**src/rtl/memory_stage.sv**
```systemverilog
// rtl/memory_stage.sv - RISC-V MEM stage: data memory access, load formatting, MEM/WB register
module memory_stage #(
  parameter int TIMEOUT_CYCLES = 16
) (
  input  logic        clk,
  input  logic        rst,
  // instruction in MEM
  input  logic        valid_MEM,
  input  logic        reg_write_MEM,
  input  logic [1:0]  result_set_MEM,
  input  logic        mem_read_MEM,
  input  logic        mem_write_MEM,
  input  logic [2:0]  funct3_MEM,
  input  logic [4:0]  rd_MEM,
  input  logic [31:0] alu_result_MEM,
  input  logic [31:0] store_data_MEM,
  input  logic [31:0] pcPlus4_MEM,
  // data memory port
  output logic        dmem_req,
  output logic        dmem_we,
  output logic [31:0] dmem_addr,
  output logic [3:0]  dmem_be,
  output logic [31:0] dmem_wdata,
  input  logic [31:0] dmem_rdata,
  input  logic        dmem_ack,
  // pipeline control
  output logic        stall_MEM,
  // MEM/WB pipeline register
  output logic        valid_WB,
  output logic        reg_write_WB,
  output logic [4:0]  rd_WB,
  output logic [1:0]  result_set_WB,
  output logic [31:0] alu_result_WB,
  output logic [31:0] mem_data_WB,
  output logic [31:0] pcPlus4_WB,
  output logic        mem_fault_WB
);

  // Counter must be able to hold TIMEOUT_CYCLES itself.
  localparam int CNT_W = $clog2(TIMEOUT_CYCLES + 1);
  localparam logic [CNT_W-1:0] CNT_ONE = CNT_W'(1);
  localparam logic [CNT_W-1:0] CNT_MAX = CNT_W'(TIMEOUT_CYCLES);

  typedef enum logic {
    IDLE = 1'b0,
    WAIT = 1'b1
  } state_t;

  state_t           state;
  state_t           state_nxt;
  logic [CNT_W-1:0] wait_cnt;
  logic [CNT_W-1:0] wait_cnt_nxt;

  // Access decode
  logic [1:0]  byte_off;
  logic        size_half;
  logic        size_word;
  logic        misaligned;
  logic        mem_op;
  logic        mem_op_aligned;
  logic        mem_op_misaligned;
  logic        timeout_now;
  logic        fault_now;
  logic        load_done;

  // Load formatting
  logic [31:0] load_lane;
  logic [31:0] load_data;

  assign byte_off          = alu_result_MEM[1:0];
  assign size_half         = (funct3_MEM[1:0] == 2'b01);
  assign size_word         = (funct3_MEM[1:0] == 2'b10);
  assign misaligned        = (size_half & byte_off[0]) | (size_word & (byte_off != 2'b00));
  assign mem_op            = valid_MEM & (mem_read_MEM | mem_write_MEM);
  assign mem_op_aligned    = mem_op & ~misaligned;
  assign mem_op_misaligned = mem_op & misaligned;

  // Timeout fires only when the last allowed wait cycle sees no ack; a late ack still wins.
  assign timeout_now = (state == WAIT) & (wait_cnt == CNT_MAX) & ~dmem_ack;
  assign fault_now   = mem_op_misaligned | timeout_now;
  assign load_done   = mem_op_aligned & mem_read_MEM & dmem_ack;

  // State register: async reset abandons any outstanding access
  always_ff @(posedge clk or posedge rst) begin
    if (rst) begin
      state    <= IDLE;
      wait_cnt <= '0;
    end else begin
      state    <= state_nxt;
      wait_cnt <= wait_cnt_nxt;
    end
  end

  // Next-state logic: enter WAIT on a missed zero-wait ack, leave on ack or timeout
  always_comb begin
    state_nxt    = state;
    wait_cnt_nxt = wait_cnt;
    case (state)
      IDLE: begin
        if (mem_op_aligned && !dmem_ack) begin
          state_nxt    = WAIT;
          wait_cnt_nxt = CNT_ONE;
        end
      end
      WAIT: begin
        // Upstream is frozen while waiting, so losing mem_op here is only a safety exit.
        if (!mem_op_aligned || dmem_ack || timeout_now) begin
          state_nxt    = IDLE;
          wait_cnt_nxt = '0;
        end else begin
          wait_cnt_nxt = wait_cnt + CNT_ONE;
        end
      end
      default: begin
        state_nxt    = IDLE;
        wait_cnt_nxt = '0;
      end
    endcase
  end

  // Output logic: request/stall gating and store lane steering
  always_comb begin
    dmem_req   = ~rst & mem_op_aligned & ~timeout_now;
    stall_MEM  = ~rst & mem_op_aligned & ~dmem_ack & ~timeout_now;
    dmem_we    = mem_write_MEM;
    dmem_addr  = {alu_result_MEM[31:2], 2'b00};
    dmem_be    = 4'b1111;
    dmem_wdata = store_data_MEM;
    if (mem_write_MEM) begin
      case (funct3_MEM[1:0])
        2'b00: begin
          dmem_be    = 4'b0001 << byte_off;
          dmem_wdata = {4{store_data_MEM[7:0]}};
        end
        2'b01: begin
          dmem_be    = byte_off[1] ? 4'b1100 : 4'b0011;
          dmem_wdata = {2{store_data_MEM[15:0]}};
        end
        default: begin
          dmem_be    = 4'b1111;
          dmem_wdata = store_data_MEM;
        end
      endcase
    end
  end

  // Load formatting: shift addressed lane down, then sign/zero extend by access size
  always_comb begin
    load_lane = dmem_rdata >> {byte_off, 3'b000};
    case (funct3_MEM)
      3'b000:  load_data = {{24{load_lane[7]}}, load_lane[7:0]};
      3'b001:  load_data = {{16{load_lane[15]}}, load_lane[15:0]};
      3'b100:  load_data = {24'h000000, load_lane[7:0]};
      3'b101:  load_data = {16'h0000, load_lane[15:0]};
      default: load_data = load_lane;
    endcase
  end

  // MEM/WB register: bubble while stalled, otherwise capture the finished instruction
  always_ff @(posedge clk or posedge rst) begin
    if (rst) begin
      valid_WB      <= 1'b0;
      reg_write_WB  <= 1'b0;
      rd_WB         <= '0;
      result_set_WB <= '0;
      alu_result_WB <= '0;
      mem_data_WB   <= '0;
      pcPlus4_WB    <= '0;
      mem_fault_WB  <= 1'b0;
    end else if (stall_MEM) begin
      valid_WB     <= 1'b0;
      reg_write_WB <= 1'b0;
      mem_fault_WB <= 1'b0;
    end else begin
      valid_WB      <= valid_MEM;
      reg_write_WB  <= reg_write_MEM & ~fault_now;
      rd_WB         <= rd_MEM;
      result_set_WB <= result_set_MEM;
      alu_result_WB <= alu_result_MEM;
      mem_data_WB   <= load_done ? load_data : 32'h0;
      pcPlus4_WB    <= pcPlus4_MEM;
      mem_fault_WB  <= fault_now;
    end
  end

endmodule

```
**config.mk**
```make
export PLATFORM = sky130hd
export DESIGN_NAME = memory_stage
export DESIGN_NICKNAME = d
export VERILOG_FILES = /design/src/rtl/memory_stage.sv
export SDC_FILE = /design/constraint.sdc
export NUM_CORES = 1
export LEC_CHECK = 0
export ABC_AREA = 1
export BUFFER_PORTS_ARGS = -buffer_cell sky130_fd_sc_hd__buf_2
export CORE_MARGIN = 4
export CORE_UTILIZATION = 37
export CTS_CLUSTER_SIZE = 16
export DETAILED_ROUTE_END_ITERATION = 6
export MAX_ROUTING_LAYER = met4
export PLACE_DENSITY_LB_ADDON = 0.15
export SYNTH_ARGS = -nofsm -noshare
export SYNTH_HDL_FRONTEND = slang
export SYNTH_SLANG_ARGS = --single-unit
```
**constraint.sdc**
```tcl
create_clock -name clk -period 4.4 [get_ports clk]
set_input_delay 0.22 -clock clk [delete_from_list [all_inputs] [get_ports clk]]
set_output_delay 0.22 -clock clk [all_outputs]
set_load 0.02 [all_outputs]
```
==> key figures, run 1 <==
Pwr
  – Leak pwr: 4.57 nW
  – Pint: 0.00165 W
  – Power density over cell area: 322 nW/um2
  – Combinational Power Share: 21.7%
  – Switching power: 0.000771 W
  – Switch share: 31.9%
  – Share of total power in sequential cells: 46.2%
  – Tot Pwr: 0.00242 W
  – Worst voltage drop across the vdd grid: 0.173 mV
  – Proportion of power drawn by the clock network: 32.1%

Timing
  – Fin Clk Skew: 0.00733 ns
  – Setup repair after global routing missed its margin: false
  – Maximum clock frequency: 0.360 GHz
  – Total count of max-transition violations in the final report: 0
  – Hold Violations, Final: 0
  – Pin slew with the least headroom to its limit: 0.805 ns
  – Worst slew margin: 46.2%
  – Final setup fails: 0
  – Minimum clock period: 2.78 ns
  – Total Negative Setup Slacks: 0 ns
  – Final critical-path share of the clock period: 63.2%
  – Worst-case setup margin in the final layout: 1.62 ns

Layout
  – Filler-free cell count of the finished design: 1270
  – Leading cell type in the layout, fill and taps excluded: sky130_fd_sc_hd__nand2_1
  – Leading cell types in the layout, fill and taps excluded: sky130_fd_sc_hd__nand2_1, sky130_fd_sc_hd__buf_2, sky130_fd_sc_hd__dfrtp_1
  – Final core utilization: 49.1%
  – Share of cells above drive strength 1: 33.5%
  – Number of nets in the finished design: 1198
  – Synth-to-Final Area Change: 29.2%
  – Fill cell count: 1627

Synth
  – Syn Area/Cell: 7.35 um2
  – Synthesized cell area: 5810 um2
  – Post-synth cell types: 30
  – Count of mapped cells out of synthesis: 791
  – Post-synthesis sequential area ratio: 48.2%
  – #FFs+latches synth: 112
  – Yosys warnings: 0

Clocking
  – Clk buf depth: 2
  – Num CTS Buffers: 9
  – H-tree depth: 3
  – Clock tree from TritonCTS: built
  – Root Driver: sky130_fd_sc_hd__clkbuf_16
  – Worst-path clk slew: 0.08 ns
  – Clock Sinks: 112
  – Post-CTS sizing: 0
  – Clock latency of the later-clocked register in the worst-skew pair: 0.35 ns

Detailed routing
  – Drt first-iter violations: 373
  – ANT nets after route: 0
  – Per-cell routed wire length: 15.0 um
  – Vias/cell: 4.64
  – Post-Route WL: 19.0 mm
  – Number of detailed-routing iterations run before antenna repair: 5
  – Total via count in the routed design: 5892
  – DRC: 0

GRT
  – First-pass GRT wire length: 29.4 mm
  – Overall Global Routing Usage: 21.4%
  – Number of antenna violations at the first check in global routing: 3
  – Vias in the first global route: 5661
  – Remaining global-route overflow: 0
  – Largest net degree at the start of global routing: 60

Setup path
  – Critical path class: input port to output port
  – Crit path launch type: input port
  – Reg2Reg Depth: 9
  – Reg2Reg Capture Point: pcPlus4_WB[9]$_DFFE_PP0N_
  – Critical R2R Launch: wait_cnt[0]$_DFFE_PP0P_
  – Slowest cell on the critical path: sky130_fd_sc_hd__nor2_4
  – CP max stage delay: 0.60 ns
  – Crit path buf inv count: 4
  – Cell-by-cell listing of the critical path: dlygate4sd3_1 -> buf_2 -> inv_4 -> nand2_1 -> nor2_4 -> buf_2
  – Highest fanout seen on the critical path: 55
  – Arrival time of the worst setup path: 2.56 ns
  – Worst reg2reg setup slack: 1.94 ns
  – Top cell by count, worst path: sky130_fd_sc_hd__buf_2
  – WP data required: 4.18 ns
  – Capturing element type of the critical path: output port
  – Top cell family by delay on the critical path: buffers and inverters

Min path
  – Hold path depth: 3
  – HP Class: input port to register
  – Worst Hold Launch: pcPlus4_MEM[27]
  – Hold worst-path end: pcPlus4_WB[27]$_DFFE_PP0N_

Place
  – Count of placed standard cells including taps: 1250
  – Quantity of I/O buffers inserted on ports: 319
  – Minimum setup slack after placement: 1.46 ns
  – Final RePlAce weighted congestion: 0.907
  – DPL Wire Length: 14.7 mm

Outcome
  – Outcome: finished, final reports clean

Floorplan
  – Initial Util: 38.0%
  – Number of placement rows: 45
  – Height of the die: 133 um
  – Area of the core: 15300 um2
  – Horizontal die dimension: 133 um
  – I/O pin count: 322
  – Total die area: 17800 um2

Flow run
  – Max_cap viols: 0
==> synthesized netlist by cell type <==
cell / number / area [um2]
sky130_fd_sc_hd__conb_1: 1 / 3.75
sky130_fd_sc_hd__buf_4: 41 / 308
sky130_fd_sc_hd__xnor2_1: 2 / 17.5
sky130_fd_sc_hd__xor2_1: 1 / 8.76
sky130_fd_sc_hd__nand4_2: 2 / 25.0
sky130_fd_sc_hd__o211ai_1: 6 / 45.0
sky130_fd_sc_hd__clkbuf_1: 8 / 30.0
sky130_fd_sc_hd__nor2_1: 42 / 158
sky130_fd_sc_hd__nor3b_1: 1 / 7.51
sky130_fd_sc_hd__a21oi_1: 10 / 50.1
sky130_fd_sc_hd__nand3_1: 8 / 40.0
sky130_fd_sc_hd__a21o_1: 1 / 7.51
sky130_fd_sc_hd__a22oi_1: 5 / 37.5
sky130_fd_sc_hd__a31oi_1: 1 / 6.26
sky130_fd_sc_hd__inv_2: 4 / 15.0
sky130_fd_sc_hd__buf_6: 6 / 67.6
sky130_fd_sc_hd__o21ai_0: 36 / 180
sky130_fd_sc_hd__inv_1: 42 / 158
sky130_fd_sc_hd__o22ai_1: 8 / 50.1
sky130_fd_sc_hd__dfrtp_1: 112 / 2800
sky130_fd_sc_hd__buf_2: 20 / 100
sky130_fd_sc_hd__nor2_4: 1 / 11.3
sky130_fd_sc_hd__ha_1: 2 / 25.0
sky130_fd_sc_hd__buf_1: 2 / 7.51
sky130_fd_sc_hd__and2_1: 1 / 6.26
sky130_fd_sc_hd__nand4_1: 5 / 31.3
sky130_fd_sc_hd__nand2_2: 2 / 12.5
sky130_fd_sc_hd__nand2_1: 415 / 1560
sky130_fd_sc_hd__nor2_2: 4 / 25.0
sky130_fd_sc_hd__nand3_2: 2 / 20.0
==> area by class of cell <==
class | count | area, um2 | share of cell area (%)
Antenna cell | 3 | 7.51 | 0.0999
Clock buffer | 11 | 233 | 3.10
Clock inverter | 5 | 41.3 | 0.549
Inverter | 46 | 175 | 2.33
Sequential cell | 112 | 2800 | 37.3
Tap cell | 211 | 264 | 3.51
Timing Repair Buffer | 325 | 1660 | 22.0
Multi-Input combinational cell | 557 | 2330 | 31.1
==> sequential cells by signal (all words and copies together), names as in the netlist <==
signal         cells
alu_result_WB     32
mem_data_WB       32
pcPlus4_WB        32
rd_WB              5
wait_cnt           5
result_set_WB      2
mem_fault_WB       1
reg_write_WB       1
state              1
valid_WB           1
==> repair_timing <==
| action | in CTS | in global routing |
|---|---|---|
| endpoints found under the hold margin | 12 | 0 |
| buffers inserted | 0 | 0 |
| hold buffers | 1 | 0 |
==> cells by family after synthesis <==
kind of cell    Yosys count  share of synthesized area (%)
simple gates            483                           32.6
buf+inv                 123                           11.8
flops                   112                           48.2
compound gates           67                           6.48
xor+xnor                  3                          0.452
fa+ha+maj                 2                          0.430
other cells               1                         0.0645
==> worst max-delay path by stage <==
stage                       from                        end  cells after the start
2_1_floorplan                rst                  stall_MEM                      5
3_3_place_gp   alu_result_MEM[1]       rd_WB[3]$_DFFE_PP0N_                     10
3_5_place_dp   alu_result_MEM[1]  pcPlus4_WB[9]$_DFFE_PP0N_                     10
4_1_cts                      rst                  stall_MEM                      6
5_1_grt                      rst                  stall_MEM                      6
6_report                     rst                  stall_MEM                      6
==> per-layer routing <==
layer	global-route usage, %	share of wire (%)	vias up
met5	-	0	-
li1	-	-	2913
met4	4.69	1.1	0
met2	35.7	48	248
met1	26.5	43	2713
met3	5.21	7.8	18
==> stage by stage <==
| stage | cell area, um2 | hold slack (ns) |
|---|---|---|
| 2_1_floorplan | 5820 | 0.290 |
| 3_3_place_gp | 7220 | 0.385 |
| 3_5_place_dp | 7220 | 0.382 |
| 4_1_cts | 7510 | 0.0410 |
| 5_1_grt | 7510 | 0.0544 |
| 6_report | 7510 | 0.0555 |
==> worst reg2reg max path, cell delays in order, from the launching register on <==
cell and delay, ns:
sky130_fd_sc_hd__dfrtp_1 0.40, sky130_fd_sc_hd__inv_1 0.10, sky130_fd_sc_hd__ha_1 0.17, sky130_fd_sc_hd__nand4_2 0.21, sky130_fd_sc_hd__nand2_1 0.21, sky130_fd_sc_hd__inv_1 0.07, sky130_fd_sc_hd__nand2_2 0.59, sky130_fd_sc_hd__buf_4 0.47
sky130_fd_sc_hd__nand2_1 0.12, sky130_fd_sc_hd__nand2_1 0.07
==> power groups by stage <==
stage	Combinational (W)	Clock (W)	Sequential, W
6_report	0.000525	0.000777	0.00112
5_1_grt	0.000579	0.000837	0.00113
4_1_cts	0.000532	0.000801	0.00112
3_5_place_dp	0.000529	0	0.00114
3_3_place_gp	0.000529	0	0.00114
2_1_floorplan	0.000262	0	0.00121
Power figures use the tool's default switching activity.
==> run 2: changes to the inputs <==
ABC_AREA = 0   (was 1)
clock period = 2.75 ns   (was 4.4 ns; I/O delays follow)
==> run 2 against run 1 <==
  * Sequential share of layout area is 0.081 points higher
  * Cell area is 0.22% lower
  * Critical path depth is 2 higher
  * Critical path type is now register to output port
  * Critical endpoint unchanged
  * Highest routed layer unchanged
==> key figures, run 2 <==
Layout
  – Fill cell count: 1356
  – Number of nets in the finished design: 891
  – Synth-to-Final Area Change: 35.6%
  – Diodes inserted: 0
  – Leading cell type in the layout, fill and taps excluded: sky130_fd_sc_hd__buf_2
  – Share of cells above drive strength 1: 58.4%
  – Leading registers by flop count: alu_result_WB x32, mem_data_WB x32, pcPlus4_WB x32
  – Leading cell types in the layout, fill and taps excluded: sky130_fd_sc_hd__buf_2, sky130_fd_sc_hd__dfrtp_1, sky130_fd_sc_hd__mux2_2

Setup path
  – Slowest cell on the critical path: sky130_fd_sc_hd__dfrtp_1
  – WP data required: 2.61 ns
  – Top cell family by delay on the critical path: buffers and inverters
  – Highest fanout seen on the critical path: 60
  – Crit path launch type: register
  – CP max stage delay: 0.43 ns
  – Cell-by-cell listing of the critical path: inv_1 -> ha_1 -> nand2_1 -> nor4_2 -> buf_4 -> nor4_4 -> buf_12 -> buf_2
  – Arrival time of the worst setup path: 2.25 ns
  – Crit path buf inv count: 4
  – Capturing element type of the critical path: output port
  – Critical path class: register to output port

Floorplan
  – Initial Util: 37.9%
  – I/O pin count: 322
  – Total die area: 17000 um2
  – Number of placement rows: 44
  – Horizontal die dimension: 130 um
  – Area of the core: 14600 um2
  – Height of the die: 130 um

Clocking
  – Count of hold-fix buffers inserted at cts: 17
  – H-tree depth: 3
  – Clock Sinks: 112
  – Post-CTS setup repair buffer count: 0
  – Clock tree from TritonCTS: built
  – Num CTS Buffers: 9
  – Root Driver: sky130_fd_sc_hd__clkbuf_16
  – Clock latency of the later-clocked register in the worst-skew pair: 0.35 ns
  – Clk buf depth: 2
  – Post-CTS sizing: 0
  – Worst-path clk slew: 0.07 ns

GRT
  – First-pass GRT wire length: 24.3 mm
  – Overall Global Routing Usage: 18.8%
  – Largest net degree at the start of global routing: 61
  – Vias in the first global route: 4748
  – Remaining global-route overflow: 0
  – Number of antenna violations at the first check in global routing: 0

Timing
  – Final setup fails: 0
  – Setup repair after global routing missed its margin: false
  – Maximum clock frequency: 0.419 GHz
  – Hold Violations, Final: 0
  – Pin slew with the least headroom to its limit: 1.01 ns
  – Fin Clk Skew: 0.00749 ns
  – Hold WS: 0.0154 ns
  – Minimum clock period: 2.39 ns
  – Total Negative Setup Slacks: 0 ns
  – Worst slew margin: 31.8%
  – Final critical-path share of the clock period: 86.9%
  – Total count of max-transition violations in the final report: 0

Detailed routing
  – Total via count in the routed design: 4670
  – ANT nets after route: 0
  – Post-Route WL: 16.1 mm
  – Per-cell routed wire length: 17.2 um
  – Number of detailed-routing iterations run before antenna repair: 4
  – DRC: 0
  – Drt first-iter violations: 204
  – Vias/cell: 5.01

Synth
  – Number of enable flip-flop cells after synthesis: 0
  – Dominant cell by count in the synthesized netlist: sky130_fd_sc_hd__dfrtp_1
  – Commonest cells in the synthesized netlist: sky130_fd_sc_hd__dfrtp_1, sky130_fd_sc_hd__mux2_2, sky130_fd_sc_hd__buf_4, sky130_fd_sc_hd__nand2_1, sky130_fd_sc_hd__mux2i_1
  – Synthesized cell area: 5530 um2
  – Syn Area/Cell: 12.1 um2
  – Count of mapped cells out of synthesis: 456
  – #FFs+latches synth: 112
  – Top FF cell, synth: sky130_fd_sc_hd__dfrtp_1
  – Ranking of synthesized cells by area: sky130_fd_sc_hd__dfrtp_1, sky130_fd_sc_hd__mux2_2, sky130_fd_sc_hd__buf_4
  – Library cell with the largest summed area after synthesis: sky130_fd_sc_hd__dfrtp_1
  – Post-synthesis sequential area ratio: 50.7%
  – Fraction of registers with async set/reset: 100%
  – Proportion of netlist area held by the largest area contributor: 50.7%
  – Post-synth cell types: 42
  – Yosys warnings: 0

Pwr
  – Power density over cell area: 523 nW/um2
  – Leak pwr: 3.78 nW
  – Worst voltage drop across the vdd grid: 0.282 mV

Outcome
  – Outcome: finished, final reports clean

Place
  – Quantity of I/O buffers inserted on ports: 319
  – DPL Wire Length: 12.5 mm
  – Final RePlAce weighted congestion: 0.813

Min path
  – HP Class: input port to register

Flow run
  – Max_cap viols: 0
[run 2: layer usage]
| layer | GRT usage (%) | up-vias | wire length [um] |
|---|---|---|---|
| met5 | - | - | 0 |
| met4 | 6.60 | 0 | 261 |
| met3 | 4.18 | 16 | 1400 |
| met2 | 30.2 | 214 | 7730 |
| met1 | 23.3 | 2248 | 6690 |
| li1 | - | 2192 | - |
[run 2: per-stage QoR]
step | area (um2) | setup slack, ns | power, W | util [%] | std cells
CTS | 7500 | 0.360 | 0.00398 | 51.4 | 932
global placement | 7030 | 0.395 | 0.00261 | 48.2 | 900
detailed placement | 7030 | 0.349 | 0.00262 | 48.2 | 900
global route | 7500 | 0.197 | 0.00411 | 51.4 | 932
floorplan | 5540 | 0.724 | 0.00232 | - | 457
finish | 7500 | 0.361 | 0.00392 | 51.4 | 932
[run 2: final cells by class]
type                            count  area (um2)  share of cell area (%)
Multi-Input combinational cell    271        2270                    30.3
Clock buffer                       10         229                    3.05
Inverter                            4        18.8                   0.250
Tap cell                          184         230                    3.07
Sequential cell                   112        2800                    37.4
Timing Repair Buffer              346        1880                    25.1
Clock inverter                      5        70.1                   0.934
[run 2: logic make-up (layout without fill, tap and decap cells)]
logic type               after synthesis  count (layout)  synth area share (%)
AO/OA/AOI/OAI                         76              76                  10.7
adder cells (fa/ha/maj)                2               2                 0.452
buffers and inverters                 74             365                  8.37
flip-flops                           112             112                  50.7
multiplexers                         112             112                  22.6
other                                  1               2                0.0678
AND/OR/NAND/NOR                       79              79                  7.13
[run 2: final timing paths]
check	from	to	slack [ns]	cells after the start
worst max-delay path	wait_cnt[0]$_DFFE_PP0P_	stall_MEM	0.36	8
worst min-delay path	pcPlus4_MEM[8]	pcPlus4_WB[8]$_DFFE_PP0N_	0.02	2
worst max register to register	wait_cnt[0]$_DFFE_PP0P_	alu_result_WB[7]$_DFFE_PP0N_	0.59	8
worst min register to register	mem_data_WB[2]$_DFFE_PP0N_	mem_data_WB[2]$_DFFE_PP0N_	0.49	1
max in group asynchronous	rst	alu_result_WB[5]$_DFFE_PP0N_	1.58	4
min in group asynchronous	rst	wait_cnt[3]$_DFFE_PP0P_	0.45	3
[run 2: power by group]
group	internal [W]	switching, W
logic	0.000340	0.000477
clock network	0.000712	0.000609
registers	0.00174	0.0000502
total	0.00279	0.00114
==> run 3: changes to the inputs <==
CTS_BUF_LIST = sky130_fd_sc_hd__clkbuf_16   (was default)
==> run 3 against run 2 <==
  * Critical path depth is the same
  * Hold slack about the same
  * Routed wire length about the same
  * Combinational power about the same
  * Flip-flop and latch count stayed put
  * Critical path type unchanged
  * Highest routed layer unchanged
==> key figures, run 3 (synthesized netlist as in run 2, its figures left out) <==
Layout
  – Fill cell count: 1356
  – Diodes inserted: 0
  – Leading cell types in the layout, fill and taps excluded: sky130_fd_sc_hd__buf_2, sky130_fd_sc_hd__dfrtp_1, sky130_fd_sc_hd__mux2_2
  – Number of nets in the finished design: 891
  – Synth-to-Final Area Change: 35.6%
  – Final core utilization: 51.4%
  – Leading registers by flop count: alu_result_WB x32, mem_data_WB x32, pcPlus4_WB x32
  – Final non-filler cell area: 7500 um2
  – Leading cell type in the layout, fill and taps excluded: sky130_fd_sc_hd__buf_2
  – Share of cells above drive strength 1: 58.4%

Clocking
  – Clock Sinks: 112
  – Clock tree from TritonCTS: built
  – Worst-path clk slew: 0.07 ns
  – Root Driver: sky130_fd_sc_hd__clkbuf_16
  – Post-CTS setup repair buffer count: 0
  – Clk buf depth: 2
  – Clock latency of the later-clocked register in the worst-skew pair: 0.35 ns
  – Num CTS Buffers: 9
  – H-tree depth: 3

Pwr
  – Leak pwr: 3.79 nW
  – Power density over cell area: 523 nW/um2
  – Tot Pwr: 0.00392 W
  – Worst voltage drop across the vdd grid: 0.282 mV

Place
  – Final RePlAce weighted congestion: 0.813
  – Quantity of I/O buffers inserted on ports: 319
  – Placed Instance Area: 7030 um2
  – DPL Wire Length: 12.5 mm

Timing
  – Worst slew margin: 31.8%
  – Total Negative Setup Slacks: 0 ns
  – Setup repair after global routing missed its margin: false
  – Total count of max-transition violations in the final report: 0
  – Final setup fails: 0
  – Maximum clock frequency: 0.419 GHz
  – Final critical-path share of the clock period: 86.8%
  – Hold Violations, Final: 0
  – Pin slew with the least headroom to its limit: 1.01 ns
  – Fin Clk Skew: 0.00750 ns
  – Minimum clock period: 2.39 ns

Detailed routing
  – Total via count in the routed design: 4669
  – ANT nets after route: 0
  – Post-Route WL: 16.1 mm
  – Drt first-iter violations: 204
  – Number of detailed-routing iterations run before antenna repair: 4
  – DRC: 0
  – Vias/cell: 5.01
  – Per-cell routed wire length: 17.2 um

Setup path
  – Capturing element type of the critical path: output port
  – Crit path launch type: register
  – Slowest cell on the critical path: sky130_fd_sc_hd__dfrtp_1
  – Critical path class: register to output port
  – Timing endpoint of the critical path: stall_MEM
  – CP Launch Point: wait_cnt[0]$_DFFE_PP0P_
  – Arrival time of the worst setup path: 2.25 ns
  – Worst reg2reg setup slack: 0.59 ns
  – Reg2Reg Depth: 8
  – CP max stage delay: 0.43 ns
  – Cell-by-cell listing of the critical path: inv_1 -> ha_1 -> nand2_1 -> nor4_2 -> buf_4 -> nor4_4 -> buf_12 -> buf_2
  – Highest fanout seen on the critical path: 60
  – Reg2Reg Capture Point: alu_result_WB[7]$_DFFE_PP0N_
  – Critical R2R Launch: wait_cnt[0]$_DFFE_PP0P_
  – WP data required: 2.61 ns

GRT
  – Remaining global-route overflow: 0
  – Vias in the first global route: 4748
  – Largest net degree at the start of global routing: 61
  – Number of antenna violations at the first check in global routing: 0
  – Overall Global Routing Usage: 18.8%
  – First-pass GRT wire length: 24.3 mm

Floorplan
  – Area of the core: 14600 um2
  – Initial Util: 37.9%
  – Height of the die: 130 um
  – Number of placement rows: 44
  – Total die area: 17000 um2
  – Horizontal die dimension: 130 um
  – I/O pin count: 322

Flow run
  – Max_cap viols: 0

Min path
  – Worst Hold Launch: pcPlus4_MEM[8]
  – HP Class: input port to register

Outcome
  – Outcome: finished, final reports clean
[run 3: cell types whose count changed in the layout (fill, tap and decap cells not counted), sizes merged]
cell    previous run  this run
clkbuf            10         9
inv                3         4
[run 3: worst min-delay path by stage]
stage                           endpoint  slack [ns]  cells past startpoint
2_1_floorplan            state$_DFF_PP0_        0.21                      1
3_3_place_gp     wait_cnt[3]$_DFFE_PP0P_        0.28                      2
3_5_place_dp     wait_cnt[2]$_DFFE_PP0P_        0.29                      2
4_1_cts        pcPlus4_WB[4]$_DFFE_PP0N_      0.0002                      2
5_1_grt        pcPlus4_WB[8]$_DFFE_PP0N_       0.002                      2
6_report       pcPlus4_WB[8]$_DFFE_PP0N_        0.02                      2
[run 3: through the flow]
stage	hold WS [ns]	cells	setup WS (ns)
2_1_floorplan	0.211	457	0.724
3_3_place_gp	0.279	900	0.395
3_5_place_dp	0.291	900	0.349
4_1_cts	0.000167	932	0.360
5_1_grt	0.00223	932	0.197
6_report	0.0154	932	0.364
[run 3: worst max-delay path: cells and delay by family, from the launching register on]
kind,cells,cell delay (ns)
buffers and inverters,4,0.78
adders and majority gates,1,0.21
DFF,1,0.43
and+or+nand+nor,3,0.43
[run 3: routing by layer]
metal	share of wire (%)	track usage [%]	up-vias
li1	-	-	2193
met1	42	23.3	2248
met2	48	30.2	212
met3	8.6	4.18	16
met4	1.6	6.60	0
met5	0	-	-
[run 3: timing repair]
item	4_1_cts	5_1_grt
hold buffers	17	0
endpoints found under the setup margin	0	0
resized for setup	0	0
hold endpoints to repair	37	0
[run 3: cell type report]
| type | instances | area (um2) | share of cell area, % |
|---|---|---|---|
| flip-flops and latches | 112 | 2800 | 37.4 |
| multi-input cells | 271 | 2270 | 30.3 |
| repair buffers | 346 | 1880 | 25.1 |
| well taps | 184 | 230 | 3.07 |
| clock buffers | 9 | 225 | 3.00 |
| clock inverters | 6 | 73.8 | 0.984 |
| inverters | 4 | 18.8 | 0.250 |
[run 3: where the power goes]
group | leakage, nW | internal (W) | switching [W]
clock network | 0.142 | 0.000708 | 0.000609
logic | 2.26 | 0.000340 | 0.000477
registers | 1.39 | 0.00174 | 0.0000503
total | 3.79 | 0.00278 | 0.00114
